==> config.mk <==
export PLATFORM = sky130hd
export DESIGN_NAME = soft_spi_slave_burst
export DESIGN_NICKNAME = d
export VERILOG_FILES = /design/src/rtl/spi_pkg.sv /design/src/rtl/spi_pin_sync.sv /design/src/rtl/soft_spi_slave_burst.sv
export SDC_FILE = /design/constraint.sdc
export NUM_CORES = 1
export LEC_CHECK = 0
export CELL_PAD_IN_SITES_DETAIL_PLACEMENT = 0
export CELL_PAD_IN_SITES_GLOBAL_PLACEMENT = 2
export CORE_MARGIN = 3
export CORE_UTILIZATION = 40
export CTS_BUF_LIST = sky130_fd_sc_hd__clkbuf_2
export DETAILED_ROUTE_END_ITERATION = 8
export GPL_TIMING_DRIVEN = 0
export PLACE_DENSITY = 0.93
export SYNTH_ARGS = -nofsm -noshare
export SYNTH_HDL_FRONTEND = slang
export SYNTH_SLANG_ARGS = --single-unit
==> constraint.sdc <==
create_clock -name clk -period 2.5 [get_ports clk]
set_input_delay 0.5 -clock clk [delete_from_list [all_inputs] [get_ports clk]]
set_output_delay 0.5 -clock clk [all_outputs]
set_load 0.01 [all_outputs]
==> src/rtl/spi_pkg.sv <==
// Shared SPI slave definitions: mode encodings, FSM states and frame-length helper.
package spi_pkg;

  localparam logic [1:0] SPI_MODE0 = 2'b00;
  localparam logic [1:0] SPI_MODE1 = 2'b01;
  localparam logic [1:0] SPI_MODE2 = 2'b10;
  localparam logic [1:0] SPI_MODE3 = 2'b11;

  typedef enum logic [1:0] {
    IDLE = 2'd0,
    HDR  = 2'd1,
    DATA = 2'd2
  } spi_state_e;

  // Total SCK samples in a frame carrying nwords data words.
  function automatic int spi_frame_bits(input int aw, input int dw, input int nwords);
    return 1 + aw + nwords * dw;
  endfunction

endpackage

==> src/rtl/spi_pin_sync.sv <==
// Two-flop synchroniser for an asynchronous pin, plus a third flop for edge pulses.
module spi_pin_sync #(
  parameter logic RST_VAL = 1'b0
) (
  input  logic clk_i,
  input  logic rst_ni,
  input  logic pin_i,
  output logic lvl_o,
  output logic rise_o,
  output logic fall_o
);

  logic [2:0] sync_q;

  always_ff @(posedge clk_i or negedge rst_ni) begin
    if (!rst_ni) sync_q <= {3{RST_VAL}};
    else         sync_q <= {sync_q[1:0], pin_i};
  end

  assign lvl_o  = sync_q[1];
  assign rise_o = sync_q[1] & ~sync_q[2];
  assign fall_o = ~sync_q[1] & sync_q[2];

endmodule

==> src/rtl/soft_spi_slave_burst.sv <==
// Oversampled SPI register-port slave with burst transfers, read prefetch and abort detection.
module soft_spi_slave_burst
  import spi_pkg::*;
#(
  parameter int ADDR_WIDTH = 7,
  parameter int DATA_WIDTH = 24,
  parameter int CPOL       = 0,
  parameter int CPHA       = 0,
  parameter int AUTO_INC   = 1
) (
  input  logic                  clk,
  input  logic                  rst,
  input  logic                  sck,
  input  logic                  ncs,
  input  logic                  si,
  output logic                  so,
  output logic                  so_oe,
  output logic [ADDR_WIDTH-1:0] wr_addr,
  output logic [DATA_WIDTH-1:0] wr_data,
  output logic                  wr_stb,
  output logic [ADDR_WIDTH-1:0] rd_addr,
  output logic                  rd_req,
  input  logic [DATA_WIDTH-1:0] rd_data,
  input  logic                  rd_valid,
  output logic                  busy,
  output logic                  rd_miss,
  output logic                  abort
);

  localparam int HDR_BITS = 1 + ADDR_WIDTH;
  localparam int CNT_MAX  = (HDR_BITS > DATA_WIDTH) ? HDR_BITS : DATA_WIDTH;
  localparam int CW       = $clog2(CNT_MAX);
  localparam logic [CW-1:0] HDR_LAST  = CW'(ADDR_WIDTH);
  localparam logic [CW-1:0] WORD_LAST = CW'(DATA_WIDTH - 1);
  localparam logic [ADDR_WIDTH-1:0] ADDR_STEP = (AUTO_INC != 0) ? ADDR_WIDTH'(1) : '0;
  localparam logic [1:0] MODE = {1'(CPOL), 1'(CPHA)};
  // SCK level right after a sample edge (rising edge samples in modes 0 and 3).
  localparam logic SAMP_LVL = (MODE == SPI_MODE0) || (MODE == SPI_MODE3);

  logic sck_lvl, sck_r, sck_f, ncs_lvl, ncs_r, ncs_f;
  logic [1:0] si_q;
  logic si_s, sck_edge, samp, launch;

  // ncs resets low so a frame already running at reset release never shows a fall.
  spi_pin_sync #(.RST_VAL(1'(CPOL))) u_sck_sync (
    .clk_i(clk), .rst_ni(rst), .pin_i(sck), .lvl_o(sck_lvl), .rise_o(sck_r), .fall_o(sck_f)
  );
  spi_pin_sync #(.RST_VAL(1'b0)) u_ncs_sync (
    .clk_i(clk), .rst_ni(rst), .pin_i(ncs), .lvl_o(ncs_lvl), .rise_o(ncs_r), .fall_o(ncs_f)
  );

  always_ff @(posedge clk or negedge rst) begin
    if (!rst) si_q <= '0;
    else      si_q <= {si_q[0], si};
  end

  assign si_s     = si_q[1];
  assign sck_edge = sck_r | sck_f;
  assign samp     = sck_edge & (sck_lvl == SAMP_LVL);
  assign launch   = sck_edge & (sck_lvl != SAMP_LVL);

  spi_state_e            state_q, state_d;
  logic [CW-1:0]         cnt_q, cnt_d;
  logic [ADDR_WIDTH-1:0] hdr_q, hdr_d, addr_q, addr_d, req_addr_q, req_addr_d;
  logic [ADDR_WIDTH-1:0] wr_addr_q, wr_addr_d, rd_addr_q, rd_addr_d;
  logic [DATA_WIDTH-1:0] rx_q, rx_d, tx_q, tx_d, hold_q, hold_d, wr_data_q, wr_data_d;
  logic                  rw_q, rw_d, held_q, held_d, pend_q, pend_d, ldpend_q, ldpend_d;
  logic                  wr_stb_q, wr_stb_d, rd_req_q, rd_req_d;
  logic                  rd_miss_q, rd_miss_d, abort_q, abort_d, arm_q;
  logic [HDR_BITS-1:0]   hdr_in;
  logic [DATA_WIDTH-1:0] word_in;

  assign hdr_in  = {hdr_q, si_s};
  assign word_in = {rx_q[DATA_WIDTH-2:0], si_s};

  always_comb begin
    state_d    = state_q;
    cnt_d      = cnt_q;
    hdr_d      = hdr_q;
    rw_d       = rw_q;
    addr_d     = addr_q;
    req_addr_d = req_addr_q;
    rx_d       = rx_q;
    tx_d       = tx_q;
    hold_d     = hold_q;
    held_d     = held_q;
    pend_d     = pend_q;
    ldpend_d   = ldpend_q;
    wr_addr_d  = wr_addr_q;
    wr_data_d  = wr_data_q;
    rd_addr_d  = rd_addr_q;
    wr_stb_d   = 1'b0;
    rd_req_d   = 1'b0;
    rd_miss_d  = 1'b0;
    abort_d    = 1'b0;

    if (ncs_r) begin
      // Deselect wins over any SCK edge seen in the same cycle.
      state_d  = IDLE;
      cnt_d    = '0;
      tx_d     = '0;
      pend_d   = 1'b0;
      held_d   = 1'b0;
      ldpend_d = 1'b0;
      abort_d  = (state_q == HDR) || ((state_q == DATA) && (cnt_q != '0));
    end else begin
      if (pend_q && rd_valid) begin
        hold_d = rd_data;
        held_d = 1'b1;
        pend_d = 1'b0;
      end
      unique case (state_q)
        IDLE: begin
          if (ncs_f) begin
            state_d  = HDR;
            cnt_d    = '0;
            tx_d     = '0;
            held_d   = 1'b0;
            pend_d   = 1'b0;
            ldpend_d = 1'b0;
          end
        end
        HDR: begin
          if (samp) begin
            hdr_d = hdr_in[HDR_BITS-2:0];
            cnt_d = cnt_q + 1'b1;
            if (cnt_q == HDR_LAST) begin
              state_d = DATA;
              cnt_d   = '0;
              rw_d    = hdr_in[ADDR_WIDTH];
              addr_d  = hdr_in[ADDR_WIDTH-1:0];
              if (hdr_in[ADDR_WIDTH]) begin
                rd_addr_d  = hdr_in[ADDR_WIDTH-1:0];
                req_addr_d = hdr_in[ADDR_WIDTH-1:0];
                rd_req_d   = 1'b1;
                pend_d     = 1'b1;
                held_d     = 1'b0;
                ldpend_d   = 1'b1;
              end
            end
          end
        end
        DATA: begin
          if (samp) begin
            rx_d  = word_in;
            cnt_d = cnt_q + 1'b1;
            if (cnt_q == WORD_LAST) begin
              cnt_d = '0;
              if (rw_q) begin
                ldpend_d = 1'b1;
              end else begin
                wr_addr_d = addr_q;
                wr_data_d = word_in;
                wr_stb_d  = 1'b1;
                addr_d    = addr_q + ADDR_STEP;
              end
            end
          end
          if (launch) begin
            if (ldpend_q) begin
              // Word boundary: move prefetched data into the shifter, then prefetch the next word.
              ldpend_d = 1'b0;
              if (held_q || (pend_q && rd_valid)) begin
                tx_d = held_q ? hold_q : rd_data;
              end else begin
                tx_d      = '0;
                rd_miss_d = 1'b1;
              end
              held_d     = 1'b0;
              req_addr_d = req_addr_q + ADDR_STEP;
              rd_addr_d  = req_addr_q + ADDR_STEP;
              rd_req_d   = 1'b1;
              pend_d     = 1'b1;
            end else begin
              tx_d = tx_q << 1;
            end
          end
        end
        default: state_d = IDLE;
      endcase
    end
  end

  always_ff @(posedge clk or negedge rst) begin
    if (!rst) begin
      state_q    <= IDLE;
      cnt_q      <= '0;
      hdr_q      <= '0;
      rw_q       <= 1'b0;
      addr_q     <= '0;
      req_addr_q <= '0;
      rx_q       <= '0;
      tx_q       <= '0;
      hold_q     <= '0;
      held_q     <= 1'b0;
      pend_q     <= 1'b0;
      ldpend_q   <= 1'b0;
      wr_addr_q  <= '0;
      wr_data_q  <= '0;
      rd_addr_q  <= '0;
      wr_stb_q   <= 1'b0;
      rd_req_q   <= 1'b0;
      rd_miss_q  <= 1'b0;
      abort_q    <= 1'b0;
      arm_q      <= 1'b0;
    end else begin
      state_q    <= state_d;
      cnt_q      <= cnt_d;
      hdr_q      <= hdr_d;
      rw_q       <= rw_d;
      addr_q     <= addr_d;
      req_addr_q <= req_addr_d;
      rx_q       <= rx_d;
      tx_q       <= tx_d;
      hold_q     <= hold_d;
      held_q     <= held_d;
      pend_q     <= pend_d;
      ldpend_q   <= ldpend_d;
      wr_addr_q  <= wr_addr_d;
      wr_data_q  <= wr_data_d;
      rd_addr_q  <= rd_addr_d;
      wr_stb_q   <= wr_stb_d;
      rd_req_q   <= rd_req_d;
      rd_miss_q  <= rd_miss_d;
      abort_q    <= abort_d;
      if (ncs_lvl) arm_q <= 1'b1;
    end
  end

  assign so      = tx_q[DATA_WIDTH-1];
  assign so_oe   = arm_q & ~ncs_lvl;
  assign wr_addr = wr_addr_q;
  assign wr_data = wr_data_q;
  assign wr_stb  = wr_stb_q;
  assign rd_addr = rd_addr_q;
  assign rd_req  = rd_req_q;
  assign busy    = (state_q != IDLE);
  assign rd_miss = rd_miss_q;
  assign abort   = abort_q;

endmodule

==> results.sh <==
export IMPL_die_area_sq_um=18900
export IMPL_power_density_nw_per_um2=661
export IMPL_grt_max_degree=88
export IMPL_yosys_warnings=0
export IMPL_ys_dominant_reg_cell="dfrtp_1"
export IMPL_path_class="reg2out"
export IMPL_leakage_uw=0.00370
export IMPL_dp_hpwl_microns=10200
export IMPL_rsz0062_at_grt="false"
export IMPL_slew_headroom_pct=60.8
export IMPL_crit_required_ps=2000
export IMPL_avgSynthCellArea_sq_um=12.6
export IMPL_ir_drop_mv=0.602
export IMPL_coreArea_sq_um=16800
export IMPL_postLayoutCellArea_sq_um=8310
export IMPL_yosys_cell_types_count=66
export IMPL_antenna_found_initial=0
export IMPL_hp_class="in2reg"
export IMPL_cts_max_level=4
export IMPL_gp_congestion=0.779
export IMPL_place_area_sq_um=7980
export IMPL_tightestPinTransition_ps=589
export IMPL_ys_async_sr_fraction_pct=100
export IMPL_max_freq_ghz=0.431
export IMPL_ios=75
export IMPL_final_antenna_net_count=0
export IMPL_worst_ep_arrival_time_ps=1820
export IMPL_top_layer="met4"
export IMPL_fin_setup_tns_ps=0
export IMPL_maxCapViolations=0
export IMPL_m1WireLength_microns=7120
export IMPL_hold_viol_final=0
export IMPL_insertedDiodeCount=0
export IMPL_syn_inst=551
export IMPL_wl_met3_microns=474
export IMPL_ys_ff_latch=147
export IMPL_clockRootBuffer="clkbuf_2"
export IMPL_slew_violations=0
export IMPL_clock_latency_ps=710
export IMPL_synth_area_sq_um=6930
export IMPL_grt_pass1_vias=5010
export IMPL_dr_pass1_iters=6
export IMPL_cts_made_buffers=17
export IMPL_layout_commonest_cell="dfrtp_1"
export IMPL_viasPerCell=5.37
export IMPL_routed_via_count=4739
export IMPL_grt_pass1_wl_microns=25000
export IMPL_io_buffers=74
export IMPL_startpoint_type="flop"
export IMPL_fin_crit_ps=2320
export IMPL_fin_crit_sh_pct=92.9
export IMPL_cts_tree="built"
export IMPL_nets=690
export IMPL_yosysSeqAreaShare_pct=53.1
export IMPL_die_x_microns=138
export IMPL_met2_length_microns=7280
export IMPL_totalWireLength_microns=15000
export IMPL_start_util_pct=41.4
export IMPL_area_delta_synth_final_pct=19.9
export IMPL_end_kind="output pin"
export IMPL_setup_viol_count_final=0
export IMPL_holdWs_ps=217
export IMPL_synth_edf_count=0
export IMPL_outcome="completed"
export IMPL_final_cell_mix="dfrtp_1 (147), clkdlybuf4s50_1 (72), mux2_2 (59)"
export IMPL_remaining_drc_errors=0
export IMPL_core_rowCount=47
export IMPL_drtIter0Drc=194
export IMPL_layout_drive_gt1_share_pct=25.2
export IMPL_syn_nets=591
export IMPL_fp_dieH_microns=138
export IMPL_clkSinkCount=147
export IMPL_grt_usage_pct=16.6
export IMPL_crit_path_max_fanout=4
export IMPL_clkTransAtPathRegs_ps=200
export IMPL_wl_per_cell_microns=17.0
export IMPL_finalClockSkew_ps=34.4
export IMPL_clockBufferDepth=2
export IMPL_overflow=0
## cell type report
class / count / area (sq um)
Inverter: 17 / 63.8
Clock inverter: 12 / 180
Tap cell: 220 / 275
Buffer: 35 / 196
Timing Repair Buffer: 80 / 808
Fill cell: 1504 / 8450
Multi-Input combinational cell: 352 / 3010
Sequential cell: 147 / 3680
Clock buffer: 20 / 100
## path summary, 6_finish.rpt
check	endpoint	depth (start not counted)	slack [ps]	startpoint
max	so_oe	2	180	u_ncs_sync.sync_q[1]
min	u_sck_sync.sync_q[0]	1	220	sck
max reg2reg	tx_q[17]	8	250	state_q[0]
min reg2reg	u_sck_sync.sync_q[1]	0	380	u_sck_sync.sync_q[0]
max in group asynchronous	wr_data[18]	3	1370	rst
min in group asynchronous	hold_q[9]	2	290	rst
## critical path: stages (launching register included)
cell	delay [ps]
dfrtp_1	460
nor2b_1	110
clkdlybuf4s50_1	570
## cells in the mapped netlist, types with 2 or more instances
library cell / instances / area share, %
or4_1: 3 / 0.32
o41ai_1: 3 / 0.38
a21oi_1: 32 / 2.3
o21ai_0: 11 / 0.79
a31o_2: 2 / 0.25
o211ai_1: 5 / 0.54
ha_1: 10 / 1.8
nand2_1: 15 / 0.81
a41oi_1: 4 / 0.51
o2bb2ai_1: 23 / 2.9
or2_2: 3 / 0.27
a211oi_1: 4 / 0.43
o21ai_1: 4 / 0.29
nand4_1: 6 / 0.54
o32a_1: 2 / 0.29
inv_1: 16 / 0.87
and3_1: 6 / 0.54
mux2_2: 59 / 9.6
o221a_2: 2 / 0.32
dfrtp_1: 147 / 53
mux2_4: 29 / 6.3
buf_6: 4 / 0.65
nand4bb_1: 2 / 0.32
nor2_1: 14 / 0.76
nand3b_1: 4 / 0.43
nor3_1: 32 / 2.3
buf_2: 12 / 0.87
clkbuf_1: 12 / 0.65
nand2b_1: 5 / 0.45
buf_4: 5 / 0.54
mux2i_1: 26 / 3.8
a311oi_1: 2 / 0.25
nor2b_1: 4 / 0.36
nor4_1: 2 / 0.18
nand3_1: 10 / 0.72
## power breakdown
group          switching (uW)  leakage (uW)  internal [uW]
sequential                166       0.00198           2540
combinational             685       0.00156            534
clock                     893      0.000160            675
total                    1740       0.00370           3750
## logic make-up (layout without fill, tap and decap cells)
group	Yosys count	after routing	share of synthesized area (%)
AO/OA/AOI/OAI	109	109	11.6
flip-flops	147	147	53.1
adder cells (fa/ha/maj)	10	10	1.81
multiplexers	114	114	19.6
buffers and inverters	52	164	3.75
AND/OR/NAND/NOR	119	119	10.2
## flip-flops by register name, summed over array words and instances (netlist names)
register,count
u_ncs_sync.sync_q,3
wr_stb,1
arm_q,1
wr_data,24
wr_addr,7
hold_q,24
addr_q,7
rd_req,1
abort,1
tx_q,24
u_sck_sync.sync_q,3
cnt_q,5
ldpend_q,1
rd_miss,1
state_q,2
rx_q,23
hdr_q,7
rw_q,1
rd_addr,7
si_q,2
held_q,1
pend_q,1
## layer usage
| layer | GRT usage [%] | vias up |
|---|---|---|
| met5 | 0 | - |
| met4 | 4.49 | 0 |
| met3 | 3.98 | 11 |
| met2 | 26.7 | 68 |
| met1 | 22.4 | 2421 |
| li1 | - | 2239 |
## metrics by stage
stage | total power [uW] | cells | util [%] | setup WS (ps)
2_1_floorplan | 3450 | 551 | - | 658
3_3_place_gp | 3880 | 845 | 47.4 | -4970
3_5_place_dp | 3920 | 846 | 47.6 | 280
4_1_cts | 5530 | 881 | 49.5 | 79.6
5_1_grt | 5790 | 883 | 49.6 | 10.8
6_report | 5490 | 883 | 49.6 | 178
## what timing repair did
action	in CTS	in global routing
setup buffers	2	2
endpoints found under the hold margin	60	0
endpoints found under the setup margin	1	1
resized for setup	3	0
hold buffers	1	0
No activity file was read; power rests on OpenSTA's default activity.
